### src/rtl/light_timer_pkg.sv
// Shared types and constants for the traffic-controller countdown timer bank.
package light_timer_pkg;

  typedef enum logic [1:0] {
    ST_IDLE    = 2'd0,
    ST_COUNT   = 2'd1,
    ST_EXPIRED = 2'd2
  } ch_state_t;

  localparam int DEF_RST_VAL  = 18;
  localparam int DEF_WARN_TH  = 3;
  localparam int DEF_TICK_DIV = 50000000;

  // Standard phase durations in seconds, loaded by the phase FSM.
  localparam int PHASE_GREEN  = 18;
  localparam int PHASE_YELLOW = 3;
  localparam int PHASE_RED    = 21;

endpackage

### src/rtl/light_timer_ch.sv
// One countdown channel: load/pause/one-shot/auto-reload with expiry pulse and warn flag.
module light_timer_ch
  import light_timer_pkg::*;
#(
  parameter int CNT_W   = 5,
  parameter int RST_VAL = DEF_RST_VAL,
  parameter int WARN_TH = DEF_WARN_TH
) (
  input  logic             clk,
  input  logic             rst_n,
  input  logic             tick,
  input  logic             load,
  input  logic [CNT_W-1:0] load_val,
  input  logic             run,
  input  logic             auto_reload,
  input  logic [CNT_W-1:0] reload_val,
  output logic [CNT_W-1:0] count,
  output logic             finish,
  output logic             expire,
  output logic             warn,
  output ch_state_t        state
);

  localparam logic [CNT_W-1:0] RST_V  = CNT_W'(RST_VAL);
  localparam logic [CNT_W-1:0] WARN_V = CNT_W'(WARN_TH);
  localparam logic [CNT_W-1:0] ONE    = CNT_W'(1);

  always_ff @(posedge clk) begin
    if (!rst_n) begin
      count  <= RST_V;
      state  <= ST_IDLE;
      expire <= 1'b0;
    end else begin
      expire <= 1'b0;
      if (load) begin
        count <= load_val;
        state <= run ? ST_COUNT : ST_IDLE;
      end else begin
        case (state)
          ST_IDLE: begin
            if (run) state <= ST_COUNT;
          end
          ST_COUNT: begin
            if (!run) begin
              state <= ST_IDLE;
            end else if (tick) begin
              // Zero is shown for a full tick before reload or expiry.
              if (count > ONE) begin
                count <= count - ONE;
              end else if (count == ONE) begin
                count  <= '0;
                expire <= 1'b1;
              end else if (auto_reload) begin
                count <= reload_val;
              end else begin
                state <= ST_EXPIRED;
              end
            end
          end
          ST_EXPIRED: begin
            state <= ST_EXPIRED;
          end
          default: state <= ST_IDLE;
        endcase
      end
    end
  end

  assign finish = (count == '0);
  assign warn   = (count != '0) && (count <= WARN_V);

endmodule

### src/rtl/light_timer_bank.sv
// Bank of N_CH independent countdown timers sharing one tick (internal prescaler or external strobe).
module light_timer_bank
  import light_timer_pkg::*;
#(
  parameter int CNT_W        = 5,
  parameter int N_CH         = 2,
  parameter int RST_VAL      = DEF_RST_VAL,
  parameter int WARN_TH      = DEF_WARN_TH,
  parameter int TICK_DIV     = DEF_TICK_DIV,
  parameter int USE_EXT_TICK = 0
) (
  input  logic                  clk,
  input  logic                  rst_n,
  input  logic                  ext_tick,
  input  logic [N_CH-1:0]       load,
  input  logic [N_CH*CNT_W-1:0] load_val,
  input  logic [N_CH-1:0]       run,
  input  logic [N_CH-1:0]       auto_reload,
  input  logic [N_CH*CNT_W-1:0] reload_val,
  output logic [N_CH*CNT_W-1:0] count,
  output logic [N_CH-1:0]       finish,
  output logic [N_CH-1:0]       expire,
  output logic [N_CH-1:0]       warn,
  output logic                  tick
);

  generate
    if (USE_EXT_TICK != 0) begin : g_ext
      assign tick = ext_tick;
    end else begin : g_pre
      localparam int DIV_W = (TICK_DIV > 1) ? $clog2(TICK_DIV) : 1;
      localparam logic [DIV_W-1:0] LAST = DIV_W'(TICK_DIV - 1);

      logic [DIV_W-1:0] div_cnt;
      logic             ext_tick_unused;

      assign ext_tick_unused = ext_tick;

      // Tick is asserted on the last count, so the first one lands TICK_DIV cycles after reset.
      always_ff @(posedge clk) begin
        if (!rst_n)               div_cnt <= '0;
        else if (div_cnt == LAST) div_cnt <= '0;
        else                      div_cnt <= div_cnt + 1'b1;
      end

      assign tick = (div_cnt == LAST);
    end
  endgenerate

  for (genvar i = 0; i < N_CH; i++) begin : g_ch
    ch_state_t state_unused;  // per-channel state tap for debug and checkers

    light_timer_ch #(
      .CNT_W   (CNT_W),
      .RST_VAL (RST_VAL),
      .WARN_TH (WARN_TH)
    ) u_ch (
      .clk         (clk),
      .rst_n       (rst_n),
      .tick        (tick),
      .load        (load[i]),
      .load_val    (load_val[i*CNT_W +: CNT_W]),
      .run         (run[i]),
      .auto_reload (auto_reload[i]),
      .reload_val  (reload_val[i*CNT_W +: CNT_W]),
      .count       (count[i*CNT_W +: CNT_W]),
      .finish      (finish[i]),
      .expire      (expire[i]),
      .warn        (warn[i]),
      .state       (state_unused)
    );
  end

endmodule

### config.mk
export PLATFORM = sky130hd
export DESIGN_NAME = light_timer_bank
export DESIGN_NICKNAME = d
export VERILOG_FILES = /design/src/rtl/light_timer_pkg.sv /design/src/rtl/light_timer_ch.sv /design/src/rtl/light_timer_bank.sv
export SDC_FILE = /design/constraint.sdc
export NUM_CORES = 1
export LEC_CHECK = 0
export BUFFER_PORTS_ARGS = -buffer_cell sky130_fd_sc_hd__buf_2
export CORE_UTILIZATION = 50
export CTS_CLUSTER_SIZE = 25
export DETAILED_ROUTE_END_ITERATION = 10
export HOLD_SLACK_MARGIN = 0.08
export PLACE_DENSITY = 0.8
export RECOVER_POWER = 25
export REMOVE_ABC_BUFFERS = 1
export SYNTH_ARGS = -nofsm -noshare
export SYNTH_HDL_FRONTEND = slang
export SYNTH_SLANG_ARGS = --single-unit
### constraint.sdc
create_clock -name clk -period 1.9 [get_ports clk]
set_input_delay 0.095 -clock clk [delete_from_list [all_inputs] [get_ports clk]]
set_output_delay 0.095 -clock clk [all_outputs]
set_load 0.005 [all_outputs]
Word-level counts from Yosys, hierarchy flattened

Index checks and enable logic that the tools add are counted.

$add $sub $neg: 3
Order comparisons: 4
Equal/unequal tests: 17
Muxes and demuxes: 34
Bitwise gates (word level): 6
Reductions and logical operators: 23

Operator list:

| operator                | count |
|---|---|
| $mux W5                 | 14 |
| $ne A4 B4 Y1 const B    | 8 |
| $mux W2                 | 14 |
| $add A26 B1 Y26 const B | 1 |
| $eq A26 B26 Y1 const B  | 1 |
| $pmux W2 S3             | 2 |
| $reduce_bool A2 Y1      | 6 |
| $reduce_or A6 Y1        | 2 |
| $eq A5 B1 Y1 const B    | 2 |
| $gt A5 B1 Y1 const B    | 2 |
| $le A5 B2 Y1 const B    | 2 |
| $logic_not A5 Y1        | 2 |
| $reduce_and A5 Y1       | 2 |
| $reduce_bool A5 Y1      | 2 |
| $sub A5 B1 Y5 const B   | 2 |
| $reduce_and A4 Y1       | 2 |
| $reduce_bool A4 Y1      | 2 |
| $ne A3 B3 Y1 const B    | 2 |
| $not A1 Y1              | 6 |
| $eq A2 B1 Y1 const B    | 2 |
| $eq A2 B2 Y1 const B    | 2 |
| $logic_not A2 Y1        | 2 |
| $mux W1                 | 4 |
| $logic_and A1 B1 Y1     | 2 |
| $reduce_or A2 Y1        | 1 |

Register bits: 42
Bits of input ports: 29
Output and inout port bits: 17
Logic and storage cells: 94

Logic depth before layout (Yosys ltp)

Depth in word-level cells: 7
Mapped depth: 7
Depth with buffers taken out: 7

Cells and area by module

From an unflattened synthesis, not the netlist that was laid out.

Cell total of the unflattened synthesis: 294
Area, all modules: 2478.6 um^2

By module, submodules not included:

| module           | instances | cells an instance | area each (um^2) | seq. area each (um^2) |
|---|---|---|---|---|
| light_timer_ch   | 2         | 76                | 621.8            | 160.2 |
| light_timer_bank | 1         | 142               | 1234.9           | 520.5 |

Least setup slack after synthesis

No wires, ideal clock.

Kind: reg-to-reg
Start: register g_pre.div_cnt[0]
End: register g_ch[1].u_ch.count[4]
Library setup time: 0.134 ns
Data arrival time: 1.857 ns
Data required time: 1.766 ns
Setup slack: -0.091 ns
Stages on the path, launching flop included: 7
Period minus slack after synthesis: 1.991 ns
Cell sequence: dfxtp_1 -> ha_1 -> nand4_1 -> or4_4 -> or2_0 -> a2111oi_0 -> o31ai_1

Word-level cells in the longest chain between the ends: 3

Ends and longest elaborated chain:

| what                                | line                   | text |
|---|---|---|
| start: declaration                  | light_timer_bank.sv:34 | `logic [DIV_W-1:0] div_cnt;` |
| start signal: assignment            | light_timer_bank.sv:43 | `else div_cnt <= div_cnt + 1'b1;` |
| $eq A26 B26 Y1                      | light_timer_bank.sv:46 | `assign tick = (div_cnt == LAST);` |
| $reduce_bool A2 Y1 (no source line) | -                      |  |
| $reduce_and A4 Y1 (no source line)  | -                      |  |
| end signal: assignment              | light_timer_ch.sv:36   | `count <= load_val;` |
| end signal: assignment              | light_timer_ch.sv:49   | `count <= count - ONE;` |
| end signal: assignment              | light_timer_ch.sv:54   | `count <= reload_val;` |
| end: declaration                    | light_timer_ch.sv:17   | `output logic [CNT_W-1:0] count,` |

Every way passes these cells.
A chain may end at the register's enable or synchronous reset.

Worst setup path after layout

Start: register g_pre.div_cnt[1]
End: register g_ch[0].u_ch.count[1]

Word-level cells in the longest chain between the ends: 3

Ends and longest elaborated chain:

| what                                | line |
|---|---|
| $eq A26 B26 Y1                      | light_timer_bank.sv:46 |
| $reduce_bool A2 Y1 (no source line) | - |
| $reduce_and A4 Y1 (no source line)  | - |
| end signal: assignment              | light_timer_ch.sv:36 |
| end signal: assignment              | light_timer_ch.sv:49 |
| end signal: assignment              | light_timer_ch.sv:54 |
| end: declaration                    | light_timer_ch.sv:17 |

Every way passes these cells.

==> reports/results.tsv <==
stage	metric	value	unit
power_and_ir_drop	static leakage	1.37	nW
power_and_ir_drop	Comb power frac	0.154	
drt	Vias/cell	5.66	
yosys	Yosys top cell by area	dfxtp_1	
grt	Global Route Usage Sum	0.250	
grt	met3 Use GR	0.0352	
sta	Final Cycle Share	0.996	
hold_path	worst hold path depth	3	
clocking	clock transition at the registers of the reported paths	80	ps
drt	drt drc	0	
sta	minimum clock period after layout	1890	ps
grt	layer with the highest usage	met2	
sta	Fmax	528	MHz
layout	Ant. Diodes	0	
drt	Routed WL	6.41	mm
grt	routing usage on met2	0.428	
floorplanning	Die Span Y	71.6	microns
run	number of max-cap violations	0	
setup_path	CP peak stage delay	540	ps
clocking	clock sinks	42	
drt	Detail Route Antenna Nets	0	
yosys	commonest cells in the netlist	nor2_1, dfxtp_1, nand2_1	
layout	layout cells sized above 1	0.337	
grt	Overflow after GRT	0	
hold_path	Worst Hold End	g_ch[0].u_ch.count[2]$_SDFFE_PN0P_	
hold_path	HP Start	load_val[2]	
power_and_ir_drop	Max VDD drop	470	uV
drt	drt pass-1 iters	4	
setup_path	cell breakdown of the critical path	ha_4, nand4_1, or4_4, nor3_4, mux2i_1, o211ai_1	
yosys	synth warn	0	
setup_path	crit end category	flop	
setup_path	R2R setup slack	7	ps
setup_path	Reg2Reg Depth	6	
yosys	Mapped Area	2420	sq um
power_and_ir_drop	Sw Ratio	0.266	
power_and_ir_drop	part of the power in registers	0.511	
power_and_ir_drop	NetSw	0.000483	W
yosys	sequential fraction of the synthesis area	0.347	
power_and_ir_drop	Tot Pwr	0.00181	W
sta	Slew Viols, Final	0	
setup_path	r2r endpoint	g_ch[0].u_ch.count[1]$_SDFFE_PN1P_	
clocking	H-tree Lvls	2	
yosys	synth unique cells	56	
sta	Slew @ Worst Pin	372	ps
setup_path	Slowest cell on crit path	or4_4	
setup_path	crit path DAT	2060	ps
yosys	largest family of logic cells by synthesized area	simple AND/OR/NAND/NOR gates	
yosys	average cell area after synthesis	8.33	sq um
sta	final hold vios	0	
power_and_ir_drop	clock power share	0.334	
yosys	Compound-Gate Fraction of Synth Area	0.121	
power_and_ir_drop	power per cell area	556	nW/um^2
clocking	clock tree buffer depth	2	
setup_path	Worst Path Max Fanout	5	
clocking	worst skew pair latency	300	ps
layout	Filler cells	314	
yosys	Synth Area in Adders	0.0464	
drt	DR vias	2478	
sta	RSZ-0062 raised after global routing	true	
yosys	Synth Area in Simple Gates	0.316	
setup_path	worst r2r src	g_pre.div_cnt[1]$_SDFF_PP0_	
yosys	Area contributors post-synth	dfxtp_1, nor2_1, xnor2_1	
floorplanning	placeable core area	4500	sq um
drt	initial drt markers	156	
floorplanning	Ports	46	
place	HPWL Detailed	4.45	mm
yosys	mux cell area share after synthesis	0.0175	
grt	largest net degree at the start of global routing	20	
status	status	complete, no violations	
power_and_ir_drop	Power Internal	0.00133	W
layout	synthesis-to-layout area growth	34.4	%
sta	TNS Setup	0	ps
place	port bufs	44	
clocking	CTS tree	built	
sta	final setup skew	8.77	ps
grt	vias in the first global route	2269	
sta	Final setup viols	0	
yosys	Mapped Cells	291	
yosys	most frequent cell after synthesis	nor2_1	
sta	Max-slew headroom	0.750	
clocking	clk root buf	clkbuf_8	
yosys	Synth Register Bits	42	
setup_path	CP startpoint kind	flop	
grt	first-pass GRT wire length	10.2	mm
setup_path	CP Class	flop to flop	
setup_path	WP data required	2060	ps
yosys	EDFF count, synth	0	
drt	routed len/inst	14.6	microns
floorplanning	Row Count	24	
floorplanning	DIE AREA	5130	sq um
floorplanning	chip width	71.6	microns
layout	final net count	423	
place	Final GP Congestion	0.915	
floorplanning	initial core utilization	0.538	
yosys	Post-synth ARST share	0	
yosys	ys flop type	dfxtp_1	
yosys	XOR/XNOR share of the synthesized area	0.0975	
clocking	clock buffers created by TritonCTS	5	
grt	M1 GR Usage	0.324	
grt	antenna violations before repair	0	
yosys	Synth top area share	0.347	
hold_path	Hold/Removal Path Class	input pin to flop	
power groups by stage:
stage          sequential, W  clock [W]  combinational (W)
2_1_floorplan       0.000950          0           0.000120
3_3_place_gp        0.000943          0           0.000248
3_5_place_dp        0.000944          0           0.000255
4_1_cts             0.000926   0.000621           0.000274
5_1_grt             0.000930   0.000657           0.000307
6_report            0.000927   0.000606           0.000280
stage by stage:
step | hold WS [ps] | area (sq um) | setup WS, ps | util | std cells
6_report | 86.0 | 3260 | 7.46 | 0.724 | 438
3_3_place_gp | 337 | 2990 | -42.3 | 0.664 | 421
4_1_cts | 88.0 | 3210 | 0.00111 | 0.712 | 437
2_1_floorplan | 166 | 2340 | -86.9 | - | 278
3_5_place_dp | 339 | 2990 | -237 | 0.664 | 421
5_1_grt | 100 | 3260 | -82.9 | 0.724 | 438
logic make-up after synthesis:
group                    Yosys count
AND/OR/NAND/NOR                  144
flip-flops                        42
AO/OA/AOI/OAI                     40
XOR/XNOR                          27
buffers and inverters             25
adder cells (fa/ha/maj)            9
multiplexers                       4
worst max-delay path: cells and delay by family, from the launching register on:
kind	cells	cell delay [ps]
AO/OA/AOI/OAI	1	90
adder cells (fa/ha/maj)	1	130
flip-flops	1	360
multiplexers	1	220
AND/OR/NAND/NOR	3	970
routing by layer:
metal	part of all wire	up-vias
li1	-	1216
met5	0	-
met4	0.023	0
met3	0.047	15
met1	0.45	1167
met2	0.48	80
worst max path at each step:
stage,start,cells past startpoint,end
global route,g_pre.div_cnt[0]$_SDFF_PP0_,6,g_ch[0].u_ch.count[1]$_SDFFE_PN1P_
detailed placement,g_pre.div_cnt[0]$_SDFF_PP0_,6,g_ch[1].u_ch.count[4]$_SDFFE_PN1P_
global placement,g_pre.div_cnt[0]$_SDFF_PP0_,6,g_ch[1].u_ch.count[4]$_SDFFE_PN1P_
floorplan,g_pre.div_cnt[0]$_SDFF_PP0_,6,g_ch[1].u_ch.count[4]$_SDFFE_PN1P_
CTS,g_ch[1].u_ch.state[1]$_SDFFE_PN0P_,5,g_ch[1].u_ch.count[3]$_SDFFE_PN0P_
finish,g_pre.div_cnt[1]$_SDFF_PP0_,6,g_ch[0].u_ch.count[1]$_SDFFE_PN1P_
state kept, by name, indices dropped and copies added (netlist names):
| register | count |
|---|---|
| g_ch.u_ch.count | 10 |
| g_pre.div_cnt | 26 |
| g_ch.u_ch.state | 4 |
| g_ch.u_ch.expire | 2 |
area by class of cell:
class	instances	area, sq um	share of cell area
multi-input combinational	224	1560	0.478
sequential	42	850	0.261
timing repair buffer	100	646	0.198
clock buffer	6	82.6	0.0253
tap	52	65.1	0.0200
inverter	12	45.0	0.0138
clock inverter	2	12.5	0.00384
layout by cell type, fill, tap and decap left out, types with 3 or more instances in the layout:
| master | n |
|---|---|
| a21oi_1 | 6 |
| and2_1 | 3 |
| and3_1 | 5 |
| and4_1 | 5 |
| buf_2 | 43 |
| buf_4 | 45 |
| clkbuf_1 | 6 |
| clkbuf_8 | 6 |
| dfxtp_1 | 35 |
| dfxtp_2 | 7 |
| dlygate4sd3_1 | 5 |
| ha_1 | 8 |
| inv_1 | 12 |
| nand2_1 | 22 |
| nand3_1 | 16 |
| nand4_1 | 4 |
| nor2_1 | 45 |
| nor3_1 | 13 |
| nor4_1 | 4 |
| o211ai_1 | 4 |
| o21ai_0 | 7 |
| o31ai_1 | 3 |
| xnor2_1 | 16 |
| xor2_1 | 11 |
timing repair:
item / CTS / global route
pin swaps: 5 / 5
buffers inserted: 3 / 1
hold buffers: 5 / 0
setup endpoints to repair: 26 / 30
gates resized for setup: 14 / 12
hold endpoints to repair: 5 / 0
Power figures use the tool's default switching activity.
